--- src/rtl/restoring_divider.sv ---
// rtl/restoring_divider.sv - multi-cycle restoring divider, 2*WIDTH dividend by WIDTH divisor.
// Define RESTORING_DIV_SIGNED_EN for two's-complement operands with truncating results.
module restoring_divider #(
  parameter int WIDTH = 4
) (
  input  logic               clk,
  input  logic               rst,
  input  logic               start,
  input  logic [2*WIDTH-1:0] z,
  input  logic [WIDTH-1:0]   y,
  output logic [2*WIDTH-1:0] q,
  output logic [WIDTH-1:0]   r,
  output logic               busy,
  output logic               done,
  output logic               dz
);

  localparam logic [1:0] S_IDLE = 2'd0;
  localparam logic [1:0] S_CALC = 2'd1;
  localparam logic [1:0] S_DONE = 2'd2;
  localparam int CW = $clog2(2*WIDTH) + 1;
  localparam logic [CW-1:0] LAST = CW'(2*WIDTH-1);

  logic [1:0]         r_state;
  logic [CW-1:0]      r_cnt;
  logic [WIDTH-1:0]   r_rem;
  logic [2*WIDTH-1:0] r_dvd;
  logic [WIDTH-1:0]   r_div;

  logic [2*WIDTH-1:0] w_zmag;
  logic [WIDTH-1:0]   w_ymag;
  logic [WIDTH:0]     w_shift;
  logic [WIDTH:0]     w_diff;
  logic               w_ge;
  logic [WIDTH-1:0]   w_rnext;
  logic [2*WIDTH-1:0] w_qnext;
  logic [2*WIDTH-1:0] w_qfin;
  logic [WIDTH-1:0]   w_rfin;

  // r_dvd doubles as the quotient shift register: dividend bits leave the top as quotient bits enter the bottom
  assign w_shift = {r_rem, r_dvd[2*WIDTH-1]};
  assign w_ge    = (w_shift >= {1'b0, r_div});
  assign w_diff  = w_shift - {1'b0, r_div};
  assign w_rnext = w_ge ? w_diff[WIDTH-1:0] : w_shift[WIDTH-1:0];
  assign w_qnext = {r_dvd[2*WIDTH-2:0], w_ge};

  assign busy = (r_state != S_IDLE);
  assign done = (r_state == S_DONE);

`ifdef RESTORING_DIV_SIGNED_EN
  logic r_qneg;
  logic r_rneg;

  // the datapath only ever sees magnitudes; the most-negative dividend maps onto its own unsigned value
  assign w_zmag = z[2*WIDTH-1] ? -z : z;
  assign w_ymag = y[WIDTH-1]   ? -y : y;
  assign w_qfin = r_qneg ? -w_qnext : w_qnext;
  assign w_rfin = r_rneg ? -w_rnext : w_rnext;

  always_ff @(posedge clk or posedge rst) begin
    if (rst) begin
      r_qneg <= 1'b0;
      r_rneg <= 1'b0;
    end else if (r_state == S_IDLE && start) begin
      r_qneg <= z[2*WIDTH-1] ^ y[WIDTH-1];
      r_rneg <= z[2*WIDTH-1];
    end
  end
`else
  assign w_zmag = z;
  assign w_ymag = y;
  assign w_qfin = w_qnext;
  assign w_rfin = w_rnext;
`endif

  always_ff @(posedge clk or posedge rst) begin
    if (rst) begin
      r_state <= S_IDLE;
      r_cnt   <= '0;
      r_rem   <= '0;
      r_dvd   <= '0;
      r_div   <= '0;
      q       <= '0;
      r       <= '0;
      dz      <= 1'b0;
    end else begin
      case (r_state)
        S_IDLE: begin
          if (start) begin
            r_dvd <= w_zmag;
            r_div <= w_ymag;
            r_rem <= '0;
            r_cnt <= '0;
            if (y == '0) begin
              q       <= '1;
              r       <= '0;
              dz      <= 1'b1;
              r_state <= S_DONE;
            end else begin
              r_state <= S_CALC;
            end
          end
        end
        S_CALC: begin
          r_rem <= w_rnext;
          r_dvd <= w_qnext;
          r_cnt <= r_cnt + CW'(1);
          if (r_cnt == LAST) begin
            q       <= w_qfin;
            r       <= w_rfin;
            dz      <= 1'b0;
            r_cnt   <= '0;
            r_state <= S_DONE;
          end
        end
        S_DONE:  r_state <= S_IDLE;
        default: r_state <= S_IDLE;
      endcase
    end
  end

endmodule

--- config.mk ---
export PLATFORM = sky130hd
export DESIGN_NAME = restoring_divider
export DESIGN_NICKNAME = d
export VERILOG_FILES = /design/src/rtl/restoring_divider.sv
export SDC_FILE = /design/constraint.sdc
export NUM_CORES = 1
export LEC_CHECK = 0
export CAP_MARGIN = 15
export CORE_MARGIN = 3
export CORE_UTILIZATION = 51
export CTS_CLUSTER_DIAMETER = 100
export DETAILED_ROUTE_END_ITERATION = 12
export PLACE_DENSITY_LB_ADDON = 0.25
export SETUP_SLACK_MARGIN = 0.5
export SYNTH_ARGS = -nofsm -noshare
export SYNTH_HDL_FRONTEND = slang
export SYNTH_SLANG_ARGS = --single-unit
export TNS_END_PERCENT = 20
--- constraint.sdc ---
create_clock -name clk -period 2.3 [get_ports clk]
set_input_delay 0.575 -clock clk [delete_from_list [all_inputs] [get_ports clk]]
set_output_delay 0.575 -clock clk [all_outputs]
set_load 0.01 [all_outputs]
==> key figures, run 1 <==
Layout
  – Multi-input logic area: 821 um2
  – Seq. cell area: 877 um2
  – Commonest non-fill, non-tap cell in the layout: nand2_1
  – Layout cells sized above 1: 22.2%
  – Synthesis-to-finish area growth: 42.2%
  – Most frequent cells in the layout: nand2_1, dfrtp_1, clkdlybuf4s50_1, buf_4, o21ai_0
  – Layout Nets: 236
  – Final std cells w/o fill: 258
  – Diode count: 0
  – Filler cells: 186

Yosys
  – Synth Register Bits: 35
  – Post-synthesis instance total: 169
  – Cell variety after synth: 34
  – Mapped Area: 1620 um2
  – Mapped Avg Cell Area: 9.58 um2
  – Yosys warning count: 0
  – Register area share after synthesis: 54.1%
  – Syn Nets: 190

Min path
  – Min-delay src: q[3]
  – Hold depth: 2
  – Hold crit path type: reg -> reg
  – WHS Endpoint: q[3]

Power and ir drop
  – Static leakage: 1.03 nW
  – Switch Pwr: 1.63 mW
  – Clk pwr share: 13.4%
  – Combinational Power Share: 59.1%
  – Seq pwr share: 27.4%
  – P per Cell Area: 1770 nW/um2
  – Internal power: 2.44 mW
  – VDD IR max: 1210 uV
  – Sw Share: 40.0%

Critical path
  – Worst R2R Start: r_rem[1]
  – R2R Setup Slk: 0.44 ns
  – Reg2reg path depth: 7
  – WP data arrival: 2.14 ns
  – Startpoint Class: flop
  – Crit path max fanout: 3
  – CP Class: reg -> reg
  – Element type at the critical path end: flop
  – Req. time, crit path: 2.58 ns
  – R2r endpoint: r[3]

STA
  – RSZ-0062 raised after global routing: true
  – Max Freq: 538 MHz
  – Count of final setup violators: 0
  – Min cycle time layout: 1.86 ns
  – Fin. Hold Viols: 0
  – Worst-Margin Slew: 0.484 ns
  – Max-slew violation count: 0
  – Setup total negative slack: 0 ns
  – Final clock skew: 0.00916 ns
  – Post-route clock period utilization: 80.8%
  – Slew HR: 67.6%

Run status
  – Status: finished clean

Place
  – Final GP Congestion: 0.839
  – DP Cell Count: 241
  – I/O Buffers: 29
  – Post-DP HPWL: 2.60 mm

Floorplanning
  – Io pins: 30
  – Die area: 3890 um2
  – Die extent in y: 62.3 um
  – Site Rows: 19
  – Overall die width: 62.3 um
  – Starting Density: 55.8%
  – Core area: 2900 um2

Clock network
  – H-tree Lvls: 2
  – Sink Count: 35
  – CTS tree: done
  – Clock Latency Late Sink: 0.34 ns
  – Root buf cell: clkbuf_4
  – Clock slew at reported path FFs: 0.11 ns
  – CTS buffer count: 5
  – Max Root-Sink Buffers: 2

Run
  – MaxCap Viol Count: 0

Global routing
  – Overflow after GRT: 0
  – Largest net degree at the start of global routing: 36
  – First-pass GRT wire length: 6.37 mm
  – Gr usage total: 21.0%
  – Number of global-route vias before repair: 1347
  – Initial antenna violation count: 0

Detailed routing
  – Final antenna-violating net count: 0
  – Initial DRC count: 115
  – Drt first pass iters: 4
  – Final wirelength: 4.26 mm
  – Vias per cell: 5.57
  – WL/cell: 16.5 um
  – Vias: 1437
  – # DRC: 0
==> power groups by stage <==
stage	Sequential [mW]	Combinational (mW)	Clock, mW
after detailed placement	1.11	1.64	0
after CTS	1.10	1.78	0.555
after floorplan	1.13	1.04	0
final	1.12	2.41	0.546
after global placement	1.10	1.59	0
after global routing	1.15	2.59	0.584
==> through the flow <==
step	power [mW]	cell area [um2]	hold WS [ns]	worst slack, ns	utilization, %
2_1_floorplan	2.17	1620	0.443	0.607	-
3_3_place_gp	2.68	1990	0.460	0.222	68.7
3_5_place_dp	2.76	1990	0.476	0.213	68.7
4_1_cts	3.43	2140	0.502	0.412	73.8
5_1_grt	4.33	2300	0.520	0.385	79.4
6_report	4.07	2300	0.498	0.442	79.4
==> critical path: stages, from the launching register on <==
cell	delay, ns
dfrtp_2	0.44
ha_4	0.31
nand2_4	0.06
o21a_1	0.22
buf_4	0.14
o31a_1	0.27
a31oi_4	0.19
mux2_4	0.18
==> cell families (layout without fill, tap and decap cells) <==
| family | Yosys count | count (layout) | synth area share [%] |
|---|---|---|---|
| and+or+nand+nor | 68 | 68 | 17.9 |
| AOI/OAI and AO/OA | 37 | 37 | 14.5 |
| DFF | 35 | 35 | 54.1 |
| buffers and inverters | 16 | 63 | 3.94 |
| adders and majority gates | 6 | 6 | 5.10 |
| muxes | 5 | 5 | 3.40 |
| xor gates and xnor gates | 2 | 2 | 1.08 |
==> layout make-up <==
class	instances	share of cell area (%)
timing repair buffer	46	18.1
sequential	35	38.1
tap	42	2.28
multi-input combinational	118	35.7
clock buffer	6	1.79
inverter	9	1.47
clock inverter	2	2.61
==> cell usage after synthesis <==
cell type  count  area [um2]
nand3b_1       1        7.51
a31o_2         1        8.76
nand4_1        1        6.26
dfrtp_1       35         876
o2bb2ai_1      1        8.76
a21o_1         1        7.51
ha_1           5        62.6
inv_1          8        30.0
o22ai_2        1        12.5
nor3_1         1        5.00
and2_1         1        6.26
o31a_1         1        8.76
a21oi_1        2        10.0
nor2b_1        3        18.8
nor2_1        15        56.3
fa_1           1        20.0
buf_2          3        15.0
o31ai_1        2        15.0
a31oi_1        9        56.3
nand2b_1       1        6.26
nand2_1       37         139
mux2i_1        4        40.0
a22o_1         2        17.5
and3_1         1        6.26
inv_2          1        3.75
o21ai_0       15        75.1
nor4_1         1        6.26
xor2_1         1        8.76
mux2_4         1        15.0
o21a_1         2        15.0
clkbuf_1       4        15.0
nand3_1        5        25.0
xnor2_1        1        8.76
nor2_2         1        6.26
==> layer usage <==
layer / share of wire (%) / vias up / wire length (um) / global-route usage (%)
met4: 3.4 / 0 / 144 / 7.16
met5: 0 / - / 0 / 0
li1: - / 664 / - / -
met3: 4.4 / 15 / 189 / 6.13
met1: 42 / 707 / 1800 / 26.9
met2: 50 / 51 / 2130 / 34.3
==> timing repair <==
item	4_1_cts	5_1_grt
resized for setup	7	25
setup endpoints to repair	23	25
pin swaps	0	9
hold buffers	0	0
setup buffers	3	6
==> worst max path at each step <==
stage | from | to | slack [ns] | cells past startpoint
floorplan | r_rem[1] | r_rem[2] | 0.61 | 6
global placement | y[0] | r[3] | 0.22 | 6
detailed placement | y[1] | r[3] | 0.21 | 6
CTS | r_state[1] | busy | 0.41 | 4
global route | r_div[2] | r[3] | 0.38 | 8
finish | r_rem[1] | r[3] | 0.44 | 7
==> state kept, by name, summed over array words and instances, names as in the netlist <==
register  count
r             4
r_state       2
dz            1
r_cnt         4
r_dvd         8
r_div         4
r_rem         4
q             8
Note: power is estimated with default switching activity, not from simulation.
==> run 2: changes to the inputs <==
==> constraint.sdc (replaced) <==
create_clock -name clk -period 1.89 [get_ports clk]
set_input_delay 0.4725 -clock clk [delete_from_list [all_inputs] [get_ports clk]]
set_output_delay 0.4725 -clock clk [all_outputs]
set_load 0.01 [all_outputs]
==> run 2 against run 1 <==
Against the previous run:
- hold slack worse by 0.012 ns
- critical path depth is 1 lower
- die area stayed put
- global-route usage is 1.1 points lower
- setup slack worse by 0.32 ns
- final area is 3.5% lower
- first-iteration DRC count is 47% lower
- largest power group unchanged
- highest routed layer unchanged
==> key figures, run 2 (synthesized netlist as in run 1, its figures left out) <==
Critical path
  – Crit path max fanout: 4
  – Worst R2R Start: r_rem[1]
  – R2r endpoint: r[1]
  – R2R Setup Slk: 0.13 ns
  – Element type at the critical path end: flop
  – Critical Path Start: r_rem[1]
  – Startpoint Class: flop
  – CP Class: reg -> reg
  – Reg2reg path depth: 6
  – WP data arrival: 1.99 ns
  – Worst Setup EP: r[1]
  – Req. time, crit path: 2.11 ns

Floorplanning
  – Site Rows: 19
  – Core area: 2900 um2
  – Overall die width: 62.3 um
  – Starting Density: 55.8%
  – Io pins: 30
  – Die area: 3890 um2
  – Die extent in y: 62.3 um

STA
  – Count of final setup violators: 0
  – RSZ-0062 raised after global routing: true
  – Min cycle time layout: 1.76 ns
  – Post-route clock period utilization: 93.3%
  – Fin. Hold Viols: 0
  – Worst-Margin Slew: 0.434 ns
  – WHS: 0.486 ns
  – Max-slew violation count: 0
  – Final clock skew: 0.0125 ns
  – Setup total negative slack: 0 ns
  – Max Freq: 567 MHz
  – Slew HR: 71.0%

Detailed routing
  – Drt first pass iters: 4
  – Initial DRC count: 61
  – Vias: 1385
  – WL/cell: 13.9 um
  – Vias per cell: 5.33
  – # DRC: 0
  – Final wirelength: 3.61 mm
  – Final antenna-violating net count: 0

Global routing
  – Initial antenna violation count: 0
  – Number of global-route vias before repair: 1314
  – Largest net degree at the start of global routing: 36
  – First-pass GRT wire length: 6.17 mm
  – Overflow after GRT: 0
  – Gr usage total: 19.9%

Run
  – MaxCap Viol Count: 0

Place
  – DP Cell Count: 244
  – Post-DP HPWL: 2.51 mm
  – I/O Buffers: 29
  – Final GP Congestion: 0.831

Layout
  – Most frequent cells in the layout: nand2_1, dfrtp_1, clkdlybuf4s50_1, buf_4, nor2_1
  – Filler cells: 204
  – Layout cells sized above 1: 22.0%
  – Final Core Density: 76.6%
  – Layout Nets: 238
  – Diode count: 0
  – Top flop regs: q: 8 flops, r_dvd: 8 flops
  – Commonest non-fill, non-tap cell in the layout: nand2_1
  – Synthesis-to-finish area growth: 37.2%
  – Final std cells w/o fill: 260

Clock network
  – Clock slew at reported path FFs: 0.11 ns
  – Max Root-Sink Buffers: 2
  – Sink Count: 35
  – Hold Buf Count CTS: 0
  – Root buf cell: clkbuf_4
  – Clock Latency Late Sink: 0.34 ns
  – H-tree Lvls: 2
  – CTS tree: done
  – CTS buffer count: 5

Power and ir drop
  – P per Cell Area: 1980 nW/um2
  – Static leakage: 1.02 nW
  – VDD IR max: 1080 uV

Min path
  – Hold crit path type: reg -> reg

Run status
  – Status: finished clean
-- run 2: cell count changes in the layout (fill, tap and decap cells not counted), sizes merged --
cell	change
buf	+3
bufinv	-2
clkbuf	+1
clkdlybuf4s15	-1
clkdlybuf4s50	-1
clkinv	+1
clkinvlp	+1
-- run 2: per-stage QoR --
stage	setup WS (ns)	total power, mW	cell area [um2]
after floorplan	0.298	2.71	1640
after CTS	0.152	4.19	2180
final	0.126	4.40	2220
after global placement	-0.0816	3.38	2030
after global routing	0.0742	4.75	2220
after detailed placement	-0.113	3.46	2030
-- run 2: report_power, final --
part	internal [mW]	switching [mW]	leakage, nW
Sequential	1.12	0.237	0.418
Combinational	1.35	1.31	0.569
Clock	0.143	0.242	0.0282
-- run 2: worst min-delay path by stage --
stage,start,end,slack [ns],cells past startpoint
2_1_floorplan,r_cnt[3],r_cnt[3],0.44,1
3_3_place_gp,r_cnt[3],r_cnt[3],0.46,1
3_5_place_dp,q[7],q[7],0.47,2
4_1_cts,q[7],q[7],0.49,2
5_1_grt,q[7],q[7],0.53,2
6_report,q[6],q[6],0.49,2
-- run 2: repair_timing --
item	CTS	global route
buffers inserted	5	3
pin swaps	3	3
gates resized for setup	20	6
setup endpoints to repair	34	40
-- run 2: critical path, stage by stage (launching register included) --
cell and delay (ns):
dfrtp_1 0.43, ha_4 0.32, nand2_4 0.06, o21a_4 0.21, o21a_4 0.25, mux2i_4 0.19, a22o_1 0.19
-- run 2: cell type report --
class,count,area (um2),area share [%]
clock buffer,6,41.3,1.86
clock inverter,2,12.5,0.563
inverter,9,33.8,1.52
multi-input combinational,118,785,35.3
sequential,35,876,39.4
tap,42,52.6,2.36
timing repair buffer,48,422,19.0
-- run 2: per-layer routing --
metal | track usage (%) | vias up | part of all wire (%) | routed length, um
met5 | 0 | - | 0 | 0
met4 | 9.64 | 0 | 3.1 | 111
met3 | 4.14 | 13 | 4.0 | 144
met2 | 32.1 | 39 | 47 | 1700
met1 | 25.6 | 660 | 46 | 1650
li1 | - | 673 | - | -
